**src/rtl/alu_pkg.sv**
```systemverilog
// Shared definitions for the ALU issue stage: datapath sizes, opcode
// encodings, status-flag bit positions and the issue FSM state encoding.
// No ports (package).
package alu_pkg;

    localparam int W     = 16;
    localparam int NREGS = 8;

    localparam logic [1:0] OP_NOP = 2'b00;
    localparam logic [1:0] OP_ADD = 2'b01;
    localparam logic [1:0] OP_LDI = 2'b10;

    localparam int F_SN = 4;
    localparam int F_ZR = 3;
    localparam int F_CY = 2;
    localparam int F_P  = 1;
    localparam int F_V  = 0;

    typedef enum logic [1:0] {
        S_IDLE = 2'd0,
        S_EXEC = 2'd1,
        S_WB   = 2'd2
    } state_t;

    // Only ADD and LDI produce a register result; NOP and the reserved
    // encoding retire without touching the register file.
    function automatic logic op_writes(input logic [1:0] op);
        return (op == OP_ADD) || (op == OP_LDI);
    endfunction

endpackage

```
**src/rtl/alu_issue_unit_if.sv**
```systemverilog
// Instruction handshake bundle between an instruction source and the
// ALU issue unit.
//   instr_valid  source -> unit  instruction presented
//   instr_ready  unit -> source  unit can accept
//   instr_op     2-bit opcode (NOP/ADD/LDI/reserved)
//   instr_dst    destination register
//   instr_sa/sb  source registers (ADD)
//   instr_imm    immediate (LDI)
interface alu_issue_unit_if;
    import alu_pkg::*;

    logic         instr_valid;
    logic         instr_ready;
    logic [1:0]   instr_op;
    logic [2:0]   instr_dst;
    logic [2:0]   instr_sa;
    logic [2:0]   instr_sb;
    logic [W-1:0] instr_imm;

    modport master (
        output instr_valid, instr_op, instr_dst, instr_sa, instr_sb, instr_imm,
        input  instr_ready
    );

    modport slave (
        input  instr_valid, instr_op, instr_dst, instr_sa, instr_sb, instr_imm,
        output instr_ready
    );

endinterface

```
**src/rtl/regfile_8x16.sv**
```systemverilog
// 8 x 16-bit register file with r0 hardwired to zero.
//   clk, rst            clock, async active-high reset (clears all entries)
//   we, waddr, wdata    synchronous write port (writes to r0 dropped)
//   ra_addr/ra_data     async read port A
//   rb_addr/rb_data     async read port B
//   rd_addr/rd_data     async read port for debug
module regfile_8x16
    import alu_pkg::*;
(
    input  logic         clk,
    input  logic         rst,
    input  logic         we,
    input  logic [2:0]   waddr,
    input  logic [W-1:0] wdata,
    input  logic [2:0]   ra_addr,
    output logic [W-1:0] ra_data,
    input  logic [2:0]   rb_addr,
    output logic [W-1:0] rb_data,
    input  logic [2:0]   rd_addr,
    output logic [W-1:0] rd_data
);

    logic [W-1:0] mem [NREGS];

    always_ff @(posedge clk or posedge rst) begin
        if (rst) begin
            for (int i = 0; i < NREGS; i++) mem[i] <= '0;
        end else if (we && (waddr != 3'd0)) begin
            mem[waddr] <= wdata;
        end
    end

    assign ra_data = (ra_addr == 3'd0) ? '0 : mem[ra_addr];
    assign rb_data = (rb_addr == 3'd0) ? '0 : mem[rb_addr];
    assign rd_data = (rd_addr == 3'd0) ? '0 : mem[rd_addr];

endmodule

```
**src/rtl/alu_issue_unit.sv**
```systemverilog
// Operand-issue and write-back stage around an external combinational
// 16-bit ALU. Single-issue: one instruction in flight at a time.
//   clk, rst       clock, async active-high reset
//   instr          instruction handshake (slave side)
//   alu_a/alu_b    operands to the ALU, held outside EXEC
//   alu_s, alu_*   ALU sum and flags, sampled at the end of EXEC
//   flags          status {sn, ZR, CY, P, V}, updated only by ADD
//   done           one-cycle retire pulse
//   retired        wrapping count of retired instructions
//   dbg_addr/data  combinational register read-back
module alu_issue_unit
    import alu_pkg::*;
(
    input  logic             clk,
    input  logic             rst,
    alu_issue_unit_if.slave  instr,
    output logic [W-1:0]     alu_a,
    output logic [W-1:0]     alu_b,
    input  logic [W-1:0]     alu_s,
    input  logic             alu_sn,
    input  logic             alu_zr,
    input  logic             alu_cy,
    input  logic             alu_p,
    input  logic             alu_v,
    output logic [4:0]       flags,
    output logic             done,
    output logic [15:0]      retired,
    input  logic [2:0]       dbg_addr,
    output logic [W-1:0]     dbg_data
);

    state_t       state_q, state_d;
    logic [1:0]   op_q;
    logic [2:0]   dst_q;
    logic [W-1:0] imm_q;
    logic [W-1:0] s_q;
    logic [4:0]   fl_q;
    logic [W-1:0] rf_ra_data, rf_rb_data;
    logic         rf_we;
    logic [W-1:0] rf_wdata;
    logic         accept;

    assign accept = instr.instr_valid && instr.instr_ready;

    regfile_8x16 u_regfile (
        .clk     (clk),
        .rst     (rst),
        .we      (rf_we),
        .waddr   (dst_q),
        .wdata   (rf_wdata),
        .ra_addr (instr.instr_sa),
        .ra_data (rf_ra_data),
        .rb_addr (instr.instr_sb),
        .rb_data (rf_rb_data),
        .rd_addr (dbg_addr),
        .rd_data (dbg_data)
    );

    always_ff @(posedge clk or posedge rst) begin
        if (rst) state_q <= S_IDLE;
        else     state_q <= state_d;
    end

    always_comb begin
        state_d = state_q;
        case (state_q)
            S_IDLE:  if (accept) state_d = (instr.instr_op == OP_ADD) ? S_EXEC : S_WB;
            S_EXEC:  state_d = S_WB;
            S_WB:    state_d = S_IDLE;
            default: state_d = S_IDLE;
        endcase
    end

    always_comb begin
        instr.instr_ready = (state_q == S_IDLE);
        rf_we             = (state_q == S_WB) && op_writes(op_q);
        rf_wdata          = (op_q == OP_ADD) ? s_q : imm_q;
    end

    always_ff @(posedge clk or posedge rst) begin
        if (rst) begin
            op_q    <= OP_NOP;
            dst_q   <= '0;
            imm_q   <= '0;
            s_q     <= '0;
            fl_q    <= '0;
            alu_a   <= '0;
            alu_b   <= '0;
            flags   <= '0;
            done    <= 1'b0;
            retired <= '0;
        end else begin
            done <= (state_q == S_WB);
            if (accept) begin
                op_q  <= instr.instr_op;
                dst_q <= instr.instr_dst;
                if (instr.instr_op == OP_ADD) begin
                    // Operands go straight onto the ALU inputs and stay
                    // there until the next ADD is accepted.
                    alu_a <= rf_ra_data;
                    alu_b <= rf_rb_data;
                end
                if (instr.instr_op == OP_LDI) imm_q <= instr.instr_imm;
            end
            if (state_q == S_EXEC) begin
                s_q  <= alu_s;
                fl_q <= {alu_sn, alu_zr, alu_cy, alu_p, alu_v};
            end
            if (state_q == S_WB) begin
                retired <= retired + 16'd1;
                if (op_q == OP_ADD) flags <= fl_q;
            end
        end
    end

endmodule
```
**src/flat_wrapper.sv**
```systemverilog
// flat-port wrapper written by rule: the top's interface ports become plain ports
module alu_issue_unit_flat import alu_pkg::*;
  (clk, rst, alu_a, alu_b, alu_s, alu_sn, alu_zr, alu_cy, alu_p, alu_v, flags, done, retired, dbg_addr, dbg_data, instr_instr_valid, instr_instr_op, instr_instr_dst, instr_instr_sa, instr_instr_sb, instr_instr_imm, instr_instr_ready);
  alu_issue_unit_if instr_i ();
  input  logic clk;
  input  logic rst;
  output logic [W-1:0] alu_a;
  output logic [W-1:0] alu_b;
  input  logic [W-1:0] alu_s;
  input  logic alu_sn;
  input  logic alu_zr;
  input  logic alu_cy;
  input  logic alu_p;
  input  logic alu_v;
  output logic [4:0] flags;
  output logic done;
  output logic [15:0] retired;
  input  logic [2:0] dbg_addr;
  output logic [W-1:0] dbg_data;
  input wire logic [$bits(instr_i.instr_valid)-1:0] instr_instr_valid;
  input wire logic [$bits(instr_i.instr_op)-1:0] instr_instr_op;
  input wire logic [$bits(instr_i.instr_dst)-1:0] instr_instr_dst;
  input wire logic [$bits(instr_i.instr_sa)-1:0] instr_instr_sa;
  input wire logic [$bits(instr_i.instr_sb)-1:0] instr_instr_sb;
  input wire logic [$bits(instr_i.instr_imm)-1:0] instr_instr_imm;
  output wire logic [$bits(instr_i.instr_ready)-1:0] instr_instr_ready;
  assign instr_i.instr_valid = instr_instr_valid;
  assign instr_i.instr_op = instr_instr_op;
  assign instr_i.instr_dst = instr_instr_dst;
  assign instr_i.instr_sa = instr_instr_sa;
  assign instr_i.instr_sb = instr_instr_sb;
  assign instr_i.instr_imm = instr_instr_imm;
  assign instr_instr_ready = instr_i.instr_ready;
  alu_issue_unit u_core (.clk(clk), .rst(rst), .instr(instr_i), .alu_a(alu_a), .alu_b(alu_b), .alu_s(alu_s), .alu_sn(alu_sn), .alu_zr(alu_zr), .alu_cy(alu_cy), .alu_p(alu_p), .alu_v(alu_v), .flags(flags), .done(done), .retired(retired), .dbg_addr(dbg_addr), .dbg_data(dbg_data));
endmodule
```
**config.mk**
```make
export PLATFORM = sky130hd
export DESIGN_NAME = alu_issue_unit_flat
export DESIGN_NICKNAME = d
export VERILOG_FILES = /design/src/rtl/alu_pkg.sv /design/src/rtl/alu_issue_unit_if.sv /design/src/rtl/regfile_8x16.sv /design/src/rtl/alu_issue_unit.sv /design/src/flat_wrapper.sv
export SDC_FILE = /design/constraint.sdc
export NUM_CORES = 1
export LEC_CHECK = 0
export BUFFER_PORTS_ARGS = -buffer_cell sky130_fd_sc_hd__buf_4
export CORE_UTILIZATION = 35
export DETAILED_ROUTE_END_ITERATION = 10
export SKIP_CTS_REPAIR_TIMING = 1
export SLEW_MARGIN = 20
export SYNTH_ARGS = -nofsm -noshare
export SYNTH_HDL_FRONTEND = slang
export SYNTH_SLANG_ARGS = --single-unit
```
**constraint.sdc**
```tcl
create_clock -name clk -period 6.9 [get_ports clk]
set_clock_uncertainty 0.2 [all_clocks]
set_input_delay 0.345 -clock clk [delete_from_list [all_inputs] [get_ports clk]]
set_output_delay 0.345 -clock clk [all_outputs]
set_load 0.1 [all_outputs]
```
==> reports/results.txt, run 1 <==
Measured along the y axis, the die boundary spans 175 um. The later-pin clock latency in the skew report is 0.52 ns, and the initial core utilization is 0.360. For the violation count after the first detailed-routing iteration, the log shows 451. Relative to the synthesized area, the layout overhead comes to 23.3%. The logs give 0 for the warning count from the yosys run and 0.503 for the sequential cell area fraction in the yosys report. The relative slew slack is 0.273, and the overall routing resource usage is 0.190.

The tool flagged a number of max-cap violations equal to 0. Worst min-delay path category: in -> reg. The global-route congestion overflow total is 0, and the via count of the first global-routing pass is 7943. The completed layout was analyzed and its total power is 5.83 mW.

The maximum clock rate was 0.349 GHz; the post-synthesis instance area was 0.0105 mm^2. In this run the most critical hold path is launched from instr_instr_sa[2]. The cell count after synthesis was 955; the layout net count was 1152. The post-synthesis adder-cell area fraction was 0.00239; the number of H-tree branching levels was 1. The count of nets left with antenna violations after detail routing was 0; the share of the synthesized area in compound gates (AO/OA/AOI/OAI) was 0.134. The area share of and/or/nand/nor cells after synthesis was 0.0882; the die area was 0.0306 mm^2. The number of antenna violations at the first check in global routing is 0. Top flip-flop cell by instance count after synthesis: sky130_fd_sc_hd__dfrtp_1. The register bit total from synthesis is 210, and the share of the synthesized netlist area taken by xor and xnor gates is 0.0126. The clock transition time at the flip-flop clock pins of the worst setup and hold paths was 0.06 ns. During I/O placement, the number of pins put on the boundary was 125. The share of the cycle needed by the critical path after routing works out to 0.415.

STA classifies the critical path endpoint as an output port. The worst path needs 2.87 ns of the cycle, external delays included. The detail-routed net length per standard cell was 19.6 um; the total of fill cells in the finished design was 2818. The run finished with clean final reports. The largest family of logic cells by synthesized area was multiplexers. The run gives 0 as the number of max-slew violations in the final report.

Of all nets on the critical path, the largest fanout is 33. Startpoint kind of the worst setup timing path: an input pin. The pin count of the biggest net entering global routing was 100.

For the worst setup path, the data required time is 6.36 ns. The count of buffers added on input and output ports is 124. For this run, design rule violations remaining after detail routing come to 0.

At the pin with the least slew margin, the transition time is 1.09 ns. The core region area is 0.0290 mm^2, and the clock tree buffer depth is 3. Yosys attributes the largest share of cell area to sky130_fd_sc_hd__dfrtp_1 (50%), sky130_fd_sc_hd__mux2_2 (8.7%), sky130_fd_sc_hd__mux2i_1 (7.6%). Setup violations remaining at the end of the flow were counted as 0. Summed over all failing endpoints, the final setup total negative slack is 0 ns. The logs give 36 for the number of distinct library cells after synthesis and 0 for the number of hold violations in the final report. From left edge to right edge, the die measures 175 um. The first-pass GRT wire length was 45600 um. The count of flip-flops with a built-in enable after synthesis is 0. The critical path class is in -> out.

The proportion of synthesized flip-flops having asynchronous set or reset was 1.00. TritonCTS built the clock tree. Across the VDD grid, the largest voltage drop is 385 uV. The run gives 5.80 nW as the static power due to leakage. In this run the critical register-to-register path is launched from u_core.op_q[1].

Clock tree synthesis selected as its root buffer the cell sky130_fd_sc_hd__clkbuf_16. The floorplan row count is 62, and the half-perimeter wire length of the detailed placement result is 18600 um. Number of sinks driven by the clock tree: 210. The area fraction of the dominant cell type after synthesis is 0.503. In the post-synthesis netlist, the cell with the most instances is sky130_fd_sc_hd__dfrtp_1.

For this design the ratio of total power to cell area is 452 mW/mm^2. The number of nets in the synthesized netlist is 1011. The synthesized design spends more area on one cell type than any other, namely sky130_fd_sc_hd__dfrtp_1.

Setup repair after global routing left no endpoint under its margin. Portion of netlist area occupied by mux cells: 0.218. The number of antenna diodes in the final layout is 0. By count the netlist is led by sky130_fd_sc_hd__dfrtp_1 (210), sky130_fd_sc_hd__nand2_1 (127), sky130_fd_sc_hd__o21ai_0 (112).

The number of buffers created by CTS is 25. The tools report the beginning of the critical path as dbg_addr[1]. The fraction of final layout cells with drive strength greater than 1 was 0.266. After detailed routing, the number of vias per cell comes to 5.34. Wires add up to 29300 um. The via count is 7992. A synthesized cell averages 11.0 um^2.

For the worst setup path, the data arrival time is 2.32 ns. The first-pass iteration count of the detailed router was 5; the global placement routability congestion was 0.853.
[logic make-up after synthesis]
logic type                 count (synthesis)
and+or+nand+nor                          209
DFF                                      210
adders and majority gates                  2
AOI/OAI and AO/OA                        240
xor gates and xnor gates                  15
muxes                                    189
buffers and inverters                     90
[stage by stage]
stage / setup slack, ns / instance area (um^2) / utilization / instances / hold slack [ns]
after CTS: 4.10 / 12400 / 0.429 / 1452 / -0.245
after detailed placement: 4.10 / 11600 / 0.401 / 1408 / 0.268
after floorplan: 0.617 / 10500 / - / 955 / 0.262
final: 4.03 / 12900 / 0.444 / 1497 / 0.0655
after global routing: 3.98 / 12900 / 0.444 / 1497 / 0.108
after global placement: 4.14 / 11600 / 0.401 / 1408 / 0.265
[worst max-delay path, stage by stage]
cell and delay (ns):
sky130_fd_sc_hd__buf_4 0.42, sky130_fd_sc_hd__nor2b_1 0.52, sky130_fd_sc_hd__buf_4 0.33, sky130_fd_sc_hd__a221oi_1 0.13, sky130_fd_sc_hd__a21oi_1 0.23, sky130_fd_sc_hd__buf_4 0.34
[layer usage]
layer,vias up,track usage,part of all wire
met4,0,0.0707,0.034
li1,3740,-,-
met5,-,0,0
met3,58,0.0431,0.060
met2,275,0.289,0.44
met1,3919,0.264,0.46
[area by class of cell]
class	count	area, um^2	share of cell area
Tap cell	384	480	0.0373
Clock buffer	36	737	0.0572
Sequential cell	210	5260	0.408
Clock inverter	8	73.8	0.00573
Inverter	20	82.6	0.00641
Timing Repair Buffer	184	1490	0.116
Multi-Input combinational cell	655	4770	0.370
[report_power, final]
group	internal [mW]	switching (mW)	leakage [nW]
Clock	0.775	0.515	0.398
Sequential	1.70	0.443	2.69
Combinational	0.782	1.61	2.71
Total	3.26	2.57	5.80
[placed cells by master, fill, tap and decap left out, types with 6 or more instances in the layout]
cell and count:
sky130_fd_sc_hd__a21oi_1 50, sky130_fd_sc_hd__a221oi_1 44, sky130_fd_sc_hd__buf_4 139, sky130_fd_sc_hd__clkbuf_16 25, sky130_fd_sc_hd__clkbuf_8 7, sky130_fd_sc_hd__dfrtp_1 210, sky130_fd_sc_hd__dlygate4sd3_1 45, sky130_fd_sc_hd__inv_1 18
sky130_fd_sc_hd__mux2_2 81, sky130_fd_sc_hd__mux2_4 10, sky130_fd_sc_hd__mux2i_1 79, sky130_fd_sc_hd__mux4_2 19, sky130_fd_sc_hd__nand2_1 127, sky130_fd_sc_hd__nand2b_1 6, sky130_fd_sc_hd__nand3_1 11, sky130_fd_sc_hd__nor2_1 40
sky130_fd_sc_hd__o21ai_0 112, sky130_fd_sc_hd__o22ai_1 30, sky130_fd_sc_hd__xnor2_1 12
[registers in the layout, indices dropped and copies added (netlist names), 3 cells and up]
| register | cells |
|---|---|
| u_core.dst_q | 3 |
| u_core.fl_q | 5 |
| u_core.imm_q | 16 |
| u_core.flags | 5 |
| u_core.s_q | 16 |
| u_core.alu_a | 16 |
| u_core.retired | 16 |
| u_core.u_regfile.mem | 112 |
| u_core.alu_b | 16 |
[worst paths after layout]
path / endpoint / slack (ns) / cells past startpoint
setup reg to reg: u_core.u_regfile.mem[107] / 4.62 / 5
setup / recovery: dbg_data[11] / 4.03 / 6
min in group asynchronous: u_core.u_regfile.mem[95] / 0.28 / 3
hold / removal: u_core.alu_a[14] / 0.07 / 3
hold reg to reg: u_core.alu_a[9] / 0.28 / 2
max in group asynchronous: u_core.s_q[6] / 5.01 / 4
Power figures use the tool's default switching activity.
==> inputs of run 2 (changes only) <==
==> constraint.sdc (replaced) <==
create_clock -name clk -period 2.59 [get_ports clk]
set_clock_uncertainty 0.2 [all_clocks]
set_input_delay 0.1295 -clock clk [delete_from_list [all_inputs] [get_ports clk]]
set_output_delay 0.1295 -clock clk [all_outputs]
set_load 0.1 [all_outputs]
==> reports/results.txt, run 2 (synthesis results as in run 1) <==
The run finished with clean final reports. Via count of the first global-routing pass: 7739 (was 7943). The peak fanout along the critical path is 4 (was 33). The logs give 1 (was 0) for the number of antenna violations at the first check in global routing and 0 (unchanged) for the total DRC errors in the routed layout. The die area was 0.0306 mm^2 (unchanged); the total of fill cells in the finished design was 2771 (was 2818). The overall routing resource usage is 0.191 (was 0.190).

The ratio of routed vias to standard cells is 5.22 (was 5.34), and the number of endpoints failing setup at the final stage is 0 (unchanged). The fraction of final layout cells with drive strength greater than 1 is 0.283 (was 0.266). The core region area came out at 0.0290 mm^2 (unchanged). For the pin count of the biggest net entering global routing, the log shows 82 (was 100).

For this run, the top clock speed supported by timing is 0.448 GHz. Commonest non-fill, non-tap cells in the layout: sky130_fd_sc_hd__dfrtp_1 (210), sky130_fd_sc_hd__buf_4 (157), sky130_fd_sc_hd__nand2_1 (127), sky130_fd_sc_hd__o21ai_0 (111), sky130_fd_sc_hd__mux2_2 (81) (was sky130_fd_sc_hd__dfrtp_1 (210), sky130_fd_sc_hd__buf_4 (139), sky130_fd_sc_hd__nand2_1 (127), sky130_fd_sc_hd__o21ai_0 (112), sky130_fd_sc_hd__mux2_2 (81)). The logs give 24 (was 25) for the number of buffers created by CTS and 1181 (was 1152) for the layout net count. The tools report the cell-internal power as 8.67 mW (was 3.26 mW). The tools report the peak supply drop as 647 uV (was 385 uV). The first-pass iteration count of the detailed router is 5 (unchanged). The area of all placed cells without fillers came out at 0.0132 mm^2 (was 0.0129 mm^2). For the reg-to-reg setup timing slack, the log shows 0.44 ns (was 4.62 ns).

Buffer type at the clock tree root: sky130_fd_sc_hd__clkbuf_16 (unchanged). The static power due to leakage was 5.92 nW (was 5.80 nW); the number of hold violations in the final report was 0 (unchanged). The tools report the max-cap violation count as 0 (unchanged).

The register name with the most flops was u_core.u_regfile.mem (unchanged). The clock tree buffer depth was 3 (unchanged). Top routing layer in use: met4 (unchanged). The run gives 125 (unchanged) as the number of I/O pins. TritonCTS built the clock tree. The tools report the relative contribution of sequential cells to total power as 0.372 (was 0.368). For the number of H-tree branching levels, the log shows 1 (unchanged). The tools report the initial core utilization as 0.360 (unchanged).

The startpoint kind of the worst setup timing path was a register (was an input pin). The tools report the number of max-slew violations in the final report as 0 (unchanged). The tools report the later-pin clock latency in the skew report as 0.50 ns (was 0.52 ns).

The global-route congestion overflow total is 0 (unchanged), and the portion of total power attributed to combinational logic is 0.419 (was 0.411). Setup repair after global routing left no endpoint under its margin. The tools report the floorplan row count as 62 (unchanged). The critical path class is reg -> out (was in -> out).

The worst min-delay path category is in -> reg (unchanged). Most common cell after layout, fill and taps aside: sky130_fd_sc_hd__dfrtp_1 (unchanged). The share of the cycle needed by the critical path after routing came out at 0.862. The tools report the placed cell area as 0.0119 mm^2 (was 0.0116 mm^2). The clock transition time at the flip-flop clock pins of the worst setup and hold paths is 0.06 ns (about the same), and the power per unit of standard cell area is 1180 mW/mm^2 (was 452 mW/mm^2).

The half-perimeter wire length of the detailed placement result was 19200 um (was 18600 um); the count of nets left with antenna violations after detail routing was 0 (unchanged). The met2 layer wire length in the routed design was 13200 um (was 12900 um); the switching power share of the total was 0.441 (about the same). The area overhead of the layout relative to synthesis is 26.0% (was 23.3%), and the relative slew slack is 0.469 (was 0.273).

For the finished layout, the period the worst path requires is 2.23 ns. The amount of wire on met3 after detailed routing came out at 1640 um (was 1760 um). The tools report the clock network fraction of total power as 0.209 (was 0.221).

The number of buffer cells added on primary ports is 124 (unchanged). The tools report the type of element capturing the critical path as an output port (unchanged). The violation count after the first detailed-routing iteration was 545 (was 451). The post-route met1 wirelength is 14100 um (was 13600 um). Via count: 7969 (was 7992).

The routed wire length was 29500 um (was 29300 um); the number of sinks driven by the clock tree was 210 (unchanged). The detail-routed net length per standard cell came out at 19.3 um (was 19.6 um). Total power after layout: 15.5 mW (was 5.83 mW). The net switching power was 6.84 mW (was 2.57 mW).

The required time at the endpoint of the critical path was 2.26 ns (was 6.36 ns); the first-pass GRT wire length was 45600 um (about the same). The horizontal die dimension is 175 um (unchanged), and the transition at the pin with the smallest max-transition slack is 0.796 ns (was 1.09 ns). The global placement routability congestion was 0.787 (was 0.853); the arrival time at the worst endpoint was 1.90 ns (was 2.32 ns). Die outline height: 175 um (unchanged).

The flip-flop count of the largest register, all copies and words added works out to 112 (unchanged).
## run 2: cell count changes in the layout (fill, tap and decap cells not counted), sizes merged
cell         previous run  this run
dlygate4sd3            45        53
clkinvlp                2         1
buf                   139       161
inv                    21        19
diode                   0         1
clkbuf                 36        39
## run 2: path summary, 6_finish.rpt
check                                              start                   endpoint  depth (start not counted)
worst max-delay path            u_core.u_regfile.mem[66]                dbg_data[2]                          4
worst min-delay path                   instr_instr_sa[1]           u_core.alu_a[14]                          4
worst max register to register         u_core.state_q[1]            u_core.dst_q[2]                          3
worst min register to register           u_core.alu_a[8]            u_core.alu_a[8]                          2
max in group asynchronous                            rst              u_core.s_q[3]                          5
min in group asynchronous                            rst  u_core.u_regfile.mem[110]                          4
## run 2: stage by stage
step	setup slack [ns]	TNS (ns)	instances	hold WS (ns)	util
2_1_floorplan	-0.468	-98.22	955	0.0463	-
3_3_place_gp	0.484	0	1430	-0.0672	0.410
3_5_place_dp	0.510	0	1430	-0.0736	0.410
4_1_cts	0.333	0	1474	-0.613	0.436
5_1_grt	0.263	0	1527	0.112	0.454
6_report	0.357	0	1528	0.0993	0.454
## run 2: area by class of cell
cell class,instances,area [um^2],share of cell area
Clock inverter,5,50.0,0.00380
Tap cell,384,480,0.0365
Sequential cell,210,5260,0.399
Clock buffer,39,698,0.0530
Antenna cell,1,2.50,0.000190
Multi-Input combinational cell,655,4820,0.366
Inverter,20,78.8,0.00598
Timing Repair Buffer,214,1790,0.136
## run 2: power by group through the flow
stage               clock [mW]  combinational, mW  sequential (mW)
global route              3.45               6.96             5.95
global placement             0               6.34             5.75
floorplan                    0               3.20             7.27
finish                    3.24               6.50             5.76
CTS                       3.33               6.43             5.73
detailed placement           0               6.41             5.78
## run 2: critical path: stages (launching register included)
cell and delay [ns]:
sky130_fd_sc_hd__dfrtp_1 0.41, sky130_fd_sc_hd__mux2_2 0.27, sky130_fd_sc_hd__a221oi_1 0.27, sky130_fd_sc_hd__a21oi_1 0.14, sky130_fd_sc_hd__buf_4 0.29
## run 2: routing by layer
metal,GRT usage,up-vias
met4,0.0420,0
met2,0.289,217
li1,-,3804
met3,0.0422,31
met1,0.279,3917
met5,0,-
